**src/rtl/rot8x8_blit.sv**
```systemverilog
// rot8x8_blit: DMA-style sequencer that streams one 8x8 tile from memory into the
// rot8x8 peripheral, reads the rotated rows back and stores them with a strided layout.
module rot8x8_blit (
   input  logic        clk,
   input  logic        rst,
   input  logic [2:0]  AD,
   input  logic [7:0]  DI,
   output logic [7:0]  DO,
   input  logic        rw,
   input  logic        cs,
   output logic        irq,
   output logic        mem_req,
   output logic        mem_we,
   output logic [15:0] mem_addr,
   output logic [7:0]  mem_wdata,
   input  logic [7:0]  mem_rdata,
   input  logic        mem_ack,
   output logic        rot_cs,
   output logic        rot_rw,
   output logic [2:0]  rot_ad,
   output logic [7:0]  rot_di,
   input  logic [7:0]  rot_do
);

   typedef enum logic [2:0] {
      S_IDLE,
      S_LD_MEM,
      S_LD_ROT,
      S_RD_ROT,
      S_RD_CAP,
      S_ST_MEM,
      S_FIN
   } state_t;

   state_t      r_state;
   state_t      w_state_next;

   logic [15:0] r_src;
   logic [15:0] r_dst;
   logic [7:0]  r_sstride;
   logic [7:0]  r_dstride;
   logic        r_irqen;
   logic        r_done;
   logic [15:0] r_sptr;
   logic [15:0] r_dptr;
   logic [2:0]  r_i;
   logic [7:0]  r_data;
   logic [7:0]  r_do;

   logic        w_busy;
   logic        w_cpu_wr;
   logic        w_cpu_rd;
   logic        w_start;
   logic        w_done_clr;
   logic [7:0]  w_rd_data;

   assign w_busy     = (r_state != S_IDLE);
   assign w_cpu_wr   = cs & ~rw;
   assign w_cpu_rd   = cs & rw;
   assign w_start    = w_cpu_wr && (AD == 3'd6) && DI[0] && !w_busy;
   assign w_done_clr = w_cpu_wr && (AD == 3'd7);

   assign DO  = r_do;
   assign irq = r_done & r_irqen;

   always_ff @(posedge clk) begin
      if (!rst) begin
         r_state <= S_IDLE;
      end else begin
         r_state <= w_state_next;
      end
   end

   // Bus strobes are decoded purely from state, so address/data cannot move while a request waits.
   always_comb begin
      w_state_next = r_state;
      mem_req      = 1'b0;
      mem_we       = 1'b0;
      mem_addr     = 16'h0000;
      mem_wdata    = 8'h00;
      rot_cs       = 1'b0;
      rot_rw       = 1'b0;
      rot_ad       = 3'd0;
      rot_di       = 8'h00;
      case (r_state)
         S_IDLE: begin
            if (w_start) begin
               w_state_next = S_LD_MEM;
            end
         end
         S_LD_MEM: begin
            mem_req  = 1'b1;
            mem_addr = r_sptr;
            if (mem_ack) begin
               w_state_next = S_LD_ROT;
            end
         end
         S_LD_ROT: begin
            rot_cs       = 1'b1;
            rot_ad       = r_i;
            rot_di       = r_data;
            w_state_next = (r_i == 3'd7) ? S_RD_ROT : S_LD_MEM;
         end
         S_RD_ROT: begin
            rot_cs       = 1'b1;
            rot_rw       = 1'b1;
            rot_ad       = r_i;
            w_state_next = S_RD_CAP;
         end
         S_RD_CAP: begin
            w_state_next = S_ST_MEM;
         end
         S_ST_MEM: begin
            mem_req   = 1'b1;
            mem_we    = 1'b1;
            mem_addr  = r_dptr;
            mem_wdata = r_data;
            if (mem_ack) begin
               w_state_next = (r_i == 3'd7) ? S_FIN : S_RD_ROT;
            end
         end
         S_FIN: begin
            w_state_next = S_IDLE;
         end
         default: begin
            w_state_next = S_IDLE;
         end
      endcase
   end

   always_comb begin
      w_rd_data = 8'h00;
      case (AD)
         3'd0:    w_rd_data = r_src[7:0];
         3'd1:    w_rd_data = r_src[15:8];
         3'd2:    w_rd_data = r_dst[7:0];
         3'd3:    w_rd_data = r_dst[15:8];
         3'd4:    w_rd_data = r_sstride;
         3'd5:    w_rd_data = r_dstride;
         3'd6:    w_rd_data = {w_busy, 5'b00000, r_irqen, r_done};
         default: w_rd_data = 8'h00;
      endcase
   end

   always_ff @(posedge clk) begin
      if (!rst) begin
         r_src     <= 16'h0000;
         r_dst     <= 16'h0000;
         r_sstride <= 8'h00;
         r_dstride <= 8'h00;
         r_irqen   <= 1'b0;
         r_done    <= 1'b0;
         r_sptr    <= 16'h0000;
         r_dptr    <= 16'h0000;
         r_i       <= 3'd0;
         r_data    <= 8'h00;
         r_do      <= 8'h00;
      end else begin
         // Configuration is frozen while a transfer runs; only IRQEN stays live.
         if (w_cpu_wr) begin
            case (AD)
               3'd0: if (!w_busy) r_src[7:0]  <= DI;
               3'd1: if (!w_busy) r_src[15:8] <= DI;
               3'd2: if (!w_busy) r_dst[7:0]  <= DI;
               3'd3: if (!w_busy) r_dst[15:8] <= DI;
               3'd4: if (!w_busy) r_sstride   <= DI;
               3'd5: if (!w_busy) r_dstride   <= DI;
               3'd6: r_irqen <= DI[1];
               default: ;
            endcase
         end

         if (r_state == S_FIN) begin
            r_done <= 1'b1;
         end else if (w_start || w_done_clr) begin
            r_done <= 1'b0;
         end

         if (w_cpu_rd) begin
            r_do <= w_rd_data;
         end

         if (w_start) begin
            r_sptr <= r_src;
            r_dptr <= r_dst;
            r_i    <= 3'd0;
         end

         // Row counter wraps 7 -> 0 naturally, which reseeds it for the readback phase.
         case (r_state)
            S_LD_MEM: begin
               if (mem_ack) begin
                  r_data <= mem_rdata;
                  r_sptr <= r_sptr + {8'h00, r_sstride};
               end
            end
            S_LD_ROT: begin
               r_i <= r_i + 3'd1;
            end
            S_RD_CAP: begin
               r_data <= rot_do;
            end
            S_ST_MEM: begin
               if (mem_ack) begin
                  r_dptr <= r_dptr + {8'h00, r_dstride};
                  r_i    <= r_i + 3'd1;
               end
            end
            default: ;
         endcase
      end
   end

endmodule

```
**config.mk**
```make
export PLATFORM = sky130hd
export DESIGN_NAME = rot8x8_blit
export DESIGN_NICKNAME = d
export VERILOG_FILES = /design/src/rtl/rot8x8_blit.sv
export SDC_FILE = /design/constraint.sdc
export NUM_CORES = 1
export LEC_CHECK = 0
export BUFFER_PORTS_ARGS = -buffer_cell sky130_fd_sc_hd__buf_2
export CAP_MARGIN = 10
export CELL_PAD_IN_SITES_DETAIL_PLACEMENT = 1
export CELL_PAD_IN_SITES_GLOBAL_PLACEMENT = 1
export CORE_UTILIZATION = 44
export CTS_CLUSTER_SIZE = 12
export DETAILED_ROUTE_END_ITERATION = 8
export PLACE_DENSITY_LB_ADDON = 0.08
export SLEW_MARGIN = 15
export SYNTH_ARGS = -nofsm -noshare
export SYNTH_HDL_FRONTEND = slang
export SYNTH_SLANG_ARGS = --single-unit
```
**constraint.sdc**
```tcl
create_clock -name clk -period 2.67 [get_ports clk]
set_input_delay 0.534 -clock clk [delete_from_list [all_inputs] [get_ports clk]]
set_output_delay 0.534 -clock clk [all_outputs]
set_load 0.1 [all_outputs]
```
==> summary.md, run 1 <==
| Metric | Value |
|---|---|
| Die area | `0.0140 mm^2` |
| Fin util | `0.550` |
| Post-CTS Setup Inserts | `0` |
| Critical path's top delay family | `buffers and inverters` |
| Synth Cell Area | `0.00594 mm^2` |
| Site Rows | `42` |
| Input/output buffers | `79` |
| Pwr/cell area | `442 mW/mm^2` |
| GP Congestion | `0.912` |
| Required @ worst endpoint | `2.14 ns` |
| Most common cell on crit path | `inv_1` |
| Yosys top cell area share | `0.350` |
| Global-route wire length before repair | `32700 um` |
| CTS tree | `yes` |
| Tmin final | `2.52 ns` |
| Synth async-reset ratio | `0` |
| # IOs | `80` |
| Register area share after synthesis | `0.350` |
| RSZ-0062 raised after global routing | `no` |
| Average instance area after synthesis | `8.37 um^2` |
| Vias in the first global route | `5849` |
| WL final | `20800 um` |
| Area leader, netlist | `dfxtp_1` |
| Syn nets | `762` |
| Layout area overhead | `22.1%` |
| Worst rel slew slack | `0.487` |
| Layout cell share with drive strength beyond 1 | `0.206` |
| Leakage | `0.00300 uW` |
| Number of distinct library cells after synthesis | `68` |
| Clk pin slew, worst setup/hold paths | `0.07 ns` |
| Clock buffer depth | `2` |
| Gate Count Post-Synth | `710` |
| Peak supply drop | `0.000339 V` |
| H-tree depth | `3` |
| Hold Crit Class | `primary input to register` |
| Antenna violations before repair | `0` |
| Per-cell routed wire length | `21.8 um` |
| Final setup vio count | `0` |
| Starting DRT DRC Count | `320` |
| Main synth FF type | `dfxtp_1` |
| Max_cap viols | `0` |
| Grt total ovfl | `0` |
| Placed inst area | `0.00696 mm^2` |
| CTS Sinks | `104` |
| Worst path max stage delay | `0.43 ns` |
| Hold_buf cts | `0` |
| CP Class | `register to primary output` |
| Via Count | `5787` |
| Final ANT Viol Nets | `0` |
| Via density per instance | `6.05` |
| Clk_skew | `0.00723 ns` |
| Final max-slew violation count | `0` |
| Final period utilization | `0.944` |
| Synth warnings | `0` |
| Crit path launch type | `register` |
| Total power | `3210 uW` |
| Final hold slack | `0.439 ns` |
| Crit. End Element | `primary output` |
| Fin. Hold Viols | `0` |
| Die H | `118 um` |
| Crit-path cells | `inv_1 > nand2_1 > inv_1 > and3_2 > buf_2` |
| Total CTS buffers | `9` |
| Initial core utilization | `0.451` |
| Critical path arrival | `1.99 ns` |
| Clk_lat worst skew | `0.36 ns` |
| Die Wd | `118 um` |
| CP max FO | `12` |
| Detailed placement HPWL | `15800 um` |
| Pre-antenna DRT Iters | `7` |
| CTS resizes | `0` |
| Worst path slowest cell | `buf_2` |
| Upper clock frequency limit | `0.397 GHz` |
| Core Area | `0.0132 mm^2` |
| Drt drc | `0` |
| Post-Route Setup TNS | `0 ns` |
| Buffer and inverter count on the worst path | `3` |
| Synthesis-stage register bit count | `104` |
| Clock root buffer | `clkbuf_16` |
| Nets@finish | `828` |
| EDFF count, synth | `0` |
| Worst-Margin Slew | `0.769 ns` |
| Gr usage total | `0.305` |
| Top cells by area, synth | `dfxtp_1 35%, mux2i_1 9.8%, nor2_1 6.0%` |
| Diode count | `0` |
| Largest net degree at the start of global routing | `38` |
| Post-route cell area | `0.00726 mm^2` |
| Status | `completed` |
## cell type report
cell class	count	area, um^2
clock buffers	10	239
clock inverters	5	56.3
fillers	1574	5930
inverters	7	26.3
multi-input cells	553	3680
flip-flops and latches	104	2080
well taps	176	220
repair buffers	101	948
## sequential cells by signal, summed over array words and instances, names as in the netlist
signal     flops
r_i            3
r_data         8
r_sptr        16
r_state        3
r_irqen        1
r_dstride      8
DO             8
r_sstride      8
r_done         1
r_src         16
r_dst         16
r_dptr        16
## report_power, final
| part | leakage [uW] | internal [uW] | switching, uW | total (uW) |
|---|---|---|---|---|
| combinational | 0.00202 | 73.6 | 172 | 245 |
| clock | 0.000145 | 749 | 629 | 1380 |
| sequential | 0.000839 | 1570 | 16.0 | 1580 |
## worst register-to-register path, delay by kind of cell (launching register included)
family	cells	cell delay, ns
compound gates	3	0.79
fa+ha+maj	2	0.67
mux	1	0.35
flops	1	0.33
simple gates	1	0.15
## kinds of logic (layout without fill, tap and decap cells)
logic type / after synthesis / in the layout / share of synthesized area
flip-flops: 104 / 104 / 0.350
multiplexers: 76 / 76 / 0.139
AO/OA/AOI/OAI: 168 / 168 / 0.190
XOR/XNOR: 8 / 8 / 0.0118
adder cells (fa/ha/maj): 20 / 20 / 0.0446
AND/OR/NAND/NOR: 281 / 281 / 0.221
buffers and inverters: 53 / 123 / 0.0429
## path summary, 6_finish.rpt
kind | cells after the start | startpoint | slack [ns] | to
max | 5 | r_state[1] | 0.15 | mem_wdata[5]
max reg2reg | 7 | r_sstride[0] | 0.31 | r_sptr[10]
min reg2reg | 2 | r_data[3] | 0.49 | r_data[3]
min | 3 | mem_rdata[7] | 0.44 | r_data[7]
## cells in the final DEF, fill, tap and decap left out, types with 5 or more instances in the layout
cell / synthesis / final
clkbuf_16: 0 / 9
nor2_1: 95 / 85
a311oi_1: 15 / 15
inv_1: 5 / 5
buf_12: 0 / 26
dfxtp_1: 104 / 104
a211oi_1: 12 / 12
a31oi_1: 9 / 9
ha_1: 18 / 18
and3_2: 0 / 7
nand3_1: 30 / 30
nor2_4: 0 / 9
nand2_1: 89 / 89
o21ai_0: 29 / 29
mux2i_1: 58 / 58
mux2_2: 14 / 14
o31a_1: 5 / 5
xor2_1: 6 / 6
buf_2: 5 / 54
a21oi_1: 45 / 45
and2_1: 13 / 13
o211ai_1: 5 / 5
a21o_1: 6 / 6
nor3_1: 6 / 6
buf_4: 1 / 21
and3_1: 18 / 11
## through the flow
step           setup slack, ns  instances
2_1_floorplan          -0.0874        710
5_1_grt                 0.0243        956
3_3_place_gp             0.387        941
4_1_cts                  0.136        956
6_report                 0.150        956
3_5_place_dp             0.321        941
## per-layer routing
layer / global-route usage / vias to the layer above / wire [um]
li1: - / 2704 / -
met1: 0.383 / 2837 / 8890
met2: 0.521 / 207 / 10200
met3: 0.0434 / 39 / 1100
met4: 0.132 / 0 / 635
met5: 0 / - / 0
## Yosys cell counts, drive strengths merged (4+ instances only)
cell type	instances
a31oi	9
a311oi	15
a2bb2oi	4
o211a	4
o21ai	30
nand2b	4
o31a	5
and2	13
and3	18
nor3	7
or3	5
o211ai	5
nand3	31
mux2i	58
a21oi	45
o221ai	4
nand2	90
inv	6
xor2	6
nor2	95
o21a	4
a211oi	12
ha	18
mux2	14
a22oi	4
mux4	4
clkbuf	32
a21o	6
buf	14
dfxtp	104
No activity file was read; power rests on OpenSTA's default activity.
==> inputs of run 2 (changes only) <==
Settings changed: REMOVE_ABC_BUFFERS set to 1.
==> summary.md, run 2 (same netlist as run 1, synthesis figures left out) <==
| Metric | Value |
|---|---|
| Max_cap viols | `0` |
| RR Startpoint | `r_dstride[2]` |
| Hold EP | `r_data[6]` |
| Crit. End Element | `primary output` |
| Per-cell routed wire length | `22.5 um` |
| Worst Hold Launch | `mem_rdata[6]` |
| Diode count | `0` |
| WL final | `21400 um` |
| CP Class | `register to primary output` |
| Global-route wire length before repair | `33800 um` |
| Final period utilization | `0.914` |
| CP max FO | `10` |
| Final setup margin | `0.229 ns` |
| Tmin final | `2.44 ns` |
| Die area | `0.0140 mm^2` |
| Placed inst area | `0.00700 mm^2` |
| Layout cell share with drive strength beyond 1 | `0.184` |
| H-tree depth | `3` |
| CTS tree | `yes` |
| Clk pin slew, worst setup/hold paths | `0.07 ns` |
| Clock root buffer | `clkbuf_16` |
| Via density per instance | `6.15` |
| Starting DRT DRC Count | `403` |
| Antenna violations before repair | `0` |
| Core Area | `0.0132 mm^2` |
| Nets@finish | `825` |
| Placed insts | `938` |
| Pre-antenna DRT Iters | `5` |
| Final ANT Viol Nets | `0` |
| Upper clock frequency limit | `0.410 GHz` |
| Peak supply drop | `0.000231 V` |
| Final setup vio count | `0` |
| Pwr/cell area | `453 mW/mm^2` |
| Detailed placement HPWL | `16000 um` |
| Site Rows | `42` |
| Final max-slew violation count | `0` |
| Critical Path Start | `r_state[1]` |
| Layout area overhead | `23.3%` |
| Post-route insts no fill | `954` |
| Total CTS buffers | `9` |
| Reg2Reg Capture Point | `r_dptr[15]` |
| Input/output buffers | `79` |
| DP Worst Slack | `0.347 ns` |
| Leakage | `0.00304 uW` |
| RSZ-0062 raised after global routing | `no` |
| Cell depth of the worst flop-to-flop path | `6` |
| Final hold slack | `0.442 ns` |
| Gr usage total | `0.314` |
| Worst rel slew slack | `0.450` |
| Worst-Margin Slew | `0.818 ns` |
| # IOs | `80` |
| Status | `completed` |
| CTS Sinks | `104` |
| Die H | `118 um` |
| Clock buffer depth | `2` |
| Hold Crit Class | `primary input to register` |
| Vias in the first global route | `6059` |
| Hold depth | `3` |
| Via Count | `5864` |
| Crit path launch type | `register` |
| Fin. Hold Viols | `0` |
| Clk_lat worst skew | `0.36 ns` |
| Post-route cell area | `0.00733 mm^2` |
| Grt total ovfl | `0` |
| Clk_skew | `0.00876 ns` |
| Initial core utilization | `0.451` |
| Die Wd | `118 um` |
| Required @ worst endpoint | `2.14 ns` |
| # fillers | `1570` |
| Drt drc | `0` |
| Post-Route Setup TNS | `0 ns` |
| GP Congestion | `0.920` |
| Largest net degree at the start of global routing | `73` |
| Most common cell after layout, fill and taps aside | `dfxtp_1` |
| Hold_buf cts | `0` |
| Critical path arrival | `1.91 ns` |
| FF-to-FF setup slack | `0.26 ns` |
| Commonest cells after routing, fill and taps aside | `104 x dfxtp_1, 95 x nor2_1, 89 x nand2_1` |
run 2: cell types whose count changed in the layout (fill, tap and decap cells not counted), sizes merged:
cell,change
clkinv,+1
bufinv,+1
buf,-3
clkinvlp,-1
run 2: metal layers:
metal	track usage	wire, um	vias to the layer above
met5	0	0	-
met4	0.163	882	0
li1	-	-	2708
met1	0.378	9000	2901
met2	0.541	10600	202
met3	0.0434	924	53
run 2: timing repair:
| action | in CTS | in global routing |
|---|---|---|
| resized for setup | 0 | 1 |
| buffers inserted | 0 | 0 |
| endpoints found under the setup margin | 0 | 8 |
| endpoints found under the hold margin | 0 | 0 |
run 2: how the worst max path moves through the flow:
stage,end,slack [ns],cells past startpoint
global route,rot_di[7],0.07,5
detailed placement,r_dptr[6],0.35,6
CTS,rot_di[0],0.05,5
finish,rot_di[0],0.23,5
floorplan,mem_we,-0.44,2
global placement,r_sptr[6],0.40,6
run 2: critical path, stage by stage (launching register included):
cell	delay, ns
dfxtp_1	0.48
inv_1	0.18
nor3_2	0.31
buf_4	0.22
and2_1	0.18
buf_12	0.18
run 2: stage by stage:
stage	total power, uW	util
final	3320	0.556
after global routing	3410	0.556
after CTS	3330	0.555
after detailed placement	1860	0.530
after global placement	1850	0.530
after floorplan	1740	-
run 2: cell type report:
cell class | instances | area, um^2 | area share
multi-input cells | 553 | 3610 | 0.493
flip-flops and latches | 104 | 2080 | 0.284
repair buffers | 98 | 1060 | 0.145
clock buffers | 10 | 239 | 0.0326
well taps | 176 | 220 | 0.0300
clock inverters | 6 | 91.3 | 0.0125
inverters | 7 | 26.3 | 0.00358
run 2: report_power, final:
part | total, uW | switching (uW) | internal, uW
sequential | 1580 | 16.0 | 1570
clock | 1490 | 638 | 854
combinational | 244 | 173 | 71.5
==> inputs of run 3 (changes only) <==
Settings changed: CORE_ASPECT_RATIO set to 0.9, SKIP_CTS_REPAIR_TIMING set to 1.
==> summary.md, run 3 (same netlist as run 1, synthesis figures left out) <==
| Metric | Value |
|---|---|
| Site Rows | `39` |
| Peak supply drop | `0.000426 V` |
| GP Congestion | `0.932` |
| Crit-path cells | `inv_1 > nor3_2 > buf_4 > and2_1 > buf_12` |
| Switching fraction of total power | `0.267` |
| Initial core utilization | `0.460` |
| CP max FO | `10` |
| FF-to-FF setup slack | `0.24 ns` |
| Layout cell share with drive strength beyond 1 | `0.187` |
| Pint | `2390 uW` |
| Per-cell routed wire length | `22.3 um` |
| Total CTS buffers | `9` |
| Clk pin slew, worst setup/hold paths | `0.08 ns` |
| RR Startpoint | `r_dptr[2]` |
| WL met1 | `8760 um` |
| Grt total ovfl | `0` |
| Input/output buffers | `79` |
| CTS Sinks | `104` |
| Clock buffer depth | `2` |
| Core Area | `0.0129 mm^2` |
| Upper clock frequency limit | `0.401 GHz` |
| Tmin final | `2.50 ns` |
| Via Count | `5811` |
| Flop pwr share | `0.485` |
| Placed inst area | `0.00700 mm^2` |
| Crit path launch type | `register` |
| Hold Crit Class | `primary input to register` |
| Starting DRT DRC Count | `453` |
| CTS tree | `yes` |
| Largest net degree at the start of global routing | `52` |
| Met3 wire len | `1260 um` |
| Commonest cells after routing, fill and taps aside | `104 x dfxtp_1, 95 x nor2_1, 89 x nand2_1` |
| Via density per instance | `6.15` |
| Sw Pwr | `870 uW` |
| Top Layer Used | `met4` |
| Critical path arrival | `1.96 ns` |
| Hold EP | `r_data[6]` |
| Post-Route Setup TNS | `0 ns` |
| Pre-antenna DRT Iters | `7` |
| Total length of routed met2 wires | `10200 um` |
| # IOs | `80` |
| Worst path slowest cell | `dfxtp_1` |
| Final max-slew violation count | `0` |
| Worst Hold Launch | `mem_rdata[6]` |
| Status | `completed` |
| DP Worst Slack | `0.346 ns` |
| Die H | `112 um` |
| # fillers | `1487` |
| Global-route wire length before repair | `33200 um` |
| Final ANT Viol Nets | `0` |
| H-tree depth | `3` |
| Clk_skew | `0.0117 ns` |
| Fin. Hold Viols | `0` |
| Diode count | `0` |
| Worst path max stage delay | `0.48 ns` |
| Drt drc | `0` |
| Final setup vio count | `0` |
| WL final | `21000 um` |
| CP Class | `register to primary output` |
| RSZ-0062 raised after global routing | `no` |
| Leakage | `0.00304 uW` |
| Comb pwr share | `0.075` |
| Post-route cell area | `0.00732 mm^2` |
| Clock power frac | `0.439` |
| Detailed placement HPWL | `15800 um` |
| Cell depth of the worst flop-to-flop path | `6` |
| Clock root buffer | `clkbuf_16` |
| Vias in the first global route | `6162` |
| Final setup margin | `0.174 ns` |
| Nets@finish | `828` |
| Max_cap viols | `0` |
| Most common cell after layout, fill and taps aside | `dfxtp_1` |
| Worst rel slew slack | `0.505` |
| Reg2Reg Capture Point | `r_dptr[15]` |
| Final hold slack | `0.444 ns` |
| Required @ worst endpoint | `2.14 ns` |
| Layout area overhead | `23.2%` |
| Die area | `0.0140 mm^2` |
| Antenna violations before repair | `0` |
| Final period utilization | `0.935` |
| Pwr/cell area | `445 mW/mm^2` |
| Gr usage total | `0.306` |
| Clk_lat worst skew | `0.37 ns` |
| Hold depth | `3` |
| Worst-Margin Slew | `0.742 ns` |
| Crit. End Element | `primary output` |
| Die Wd | `125 um` |
-- run 3: worst max path at each step --
stage	to	start	slack, ns
finish	rot_di[6]	r_state[1]	0.17
global placement	r_sstride[1]	r_state[2]	0.43
global route	mem_addr[14]	r_state[2]	0.09
floorplan	mem_we	r_state[2]	-0.44
CTS	rot_di[6]	r_state[1]	0.02
detailed placement	r_dptr[5]	rw	0.35
-- run 3: power by group through the flow --
stage / sequential (uW) / clock [uW] / combinational [uW]
finish: 1580 / 1430 / 246
global route: 1580 / 1510 / 260
CTS: 1580 / 1450 / 243
detailed placement: 1620 / 0 / 241
global placement: 1620 / 0 / 235
floorplan: 1650 / 0 / 90.8
-- run 3: worst max-delay path: cells and delay by family (launching register included) --
kind	cells	cell delay [ns]
simple gates	2	0.50
flops	1	0.48
buf+inv	3	0.61
-- run 3: area by class of cell --
type | count | area (um^2) | area share
inverter | 7 | 26.3 | 0.00359
clock inverter | 7 | 86.3 | 0.0118
tap | 164 | 205 | 0.0280
timing repair buffer | 101 | 1080 | 0.148
multi-input combinational | 553 | 3610 | 0.493
sequential | 104 | 2080 | 0.284
clock buffer | 9 | 225 | 0.0308
-- run 3: routing by layer --
| metal | up-vias | track usage |
|---|---|---|
| met4 | 0 | 0.137 |
| li1 | 2709 | - |
| met2 | 208 | 0.529 |
| met3 | 50 | 0.0744 |
| met1 | 2844 | 0.359 |
| met5 | - | 0 |
-- run 3: metrics by stage --
step,total power [uW],util,instances
finish,3260,0.566,945
global route,3350,0.566,945
CTS,3270,0.566,945
detailed placement,1860,0.542,929
global placement,1850,0.542,929
floorplan,1740,-,664
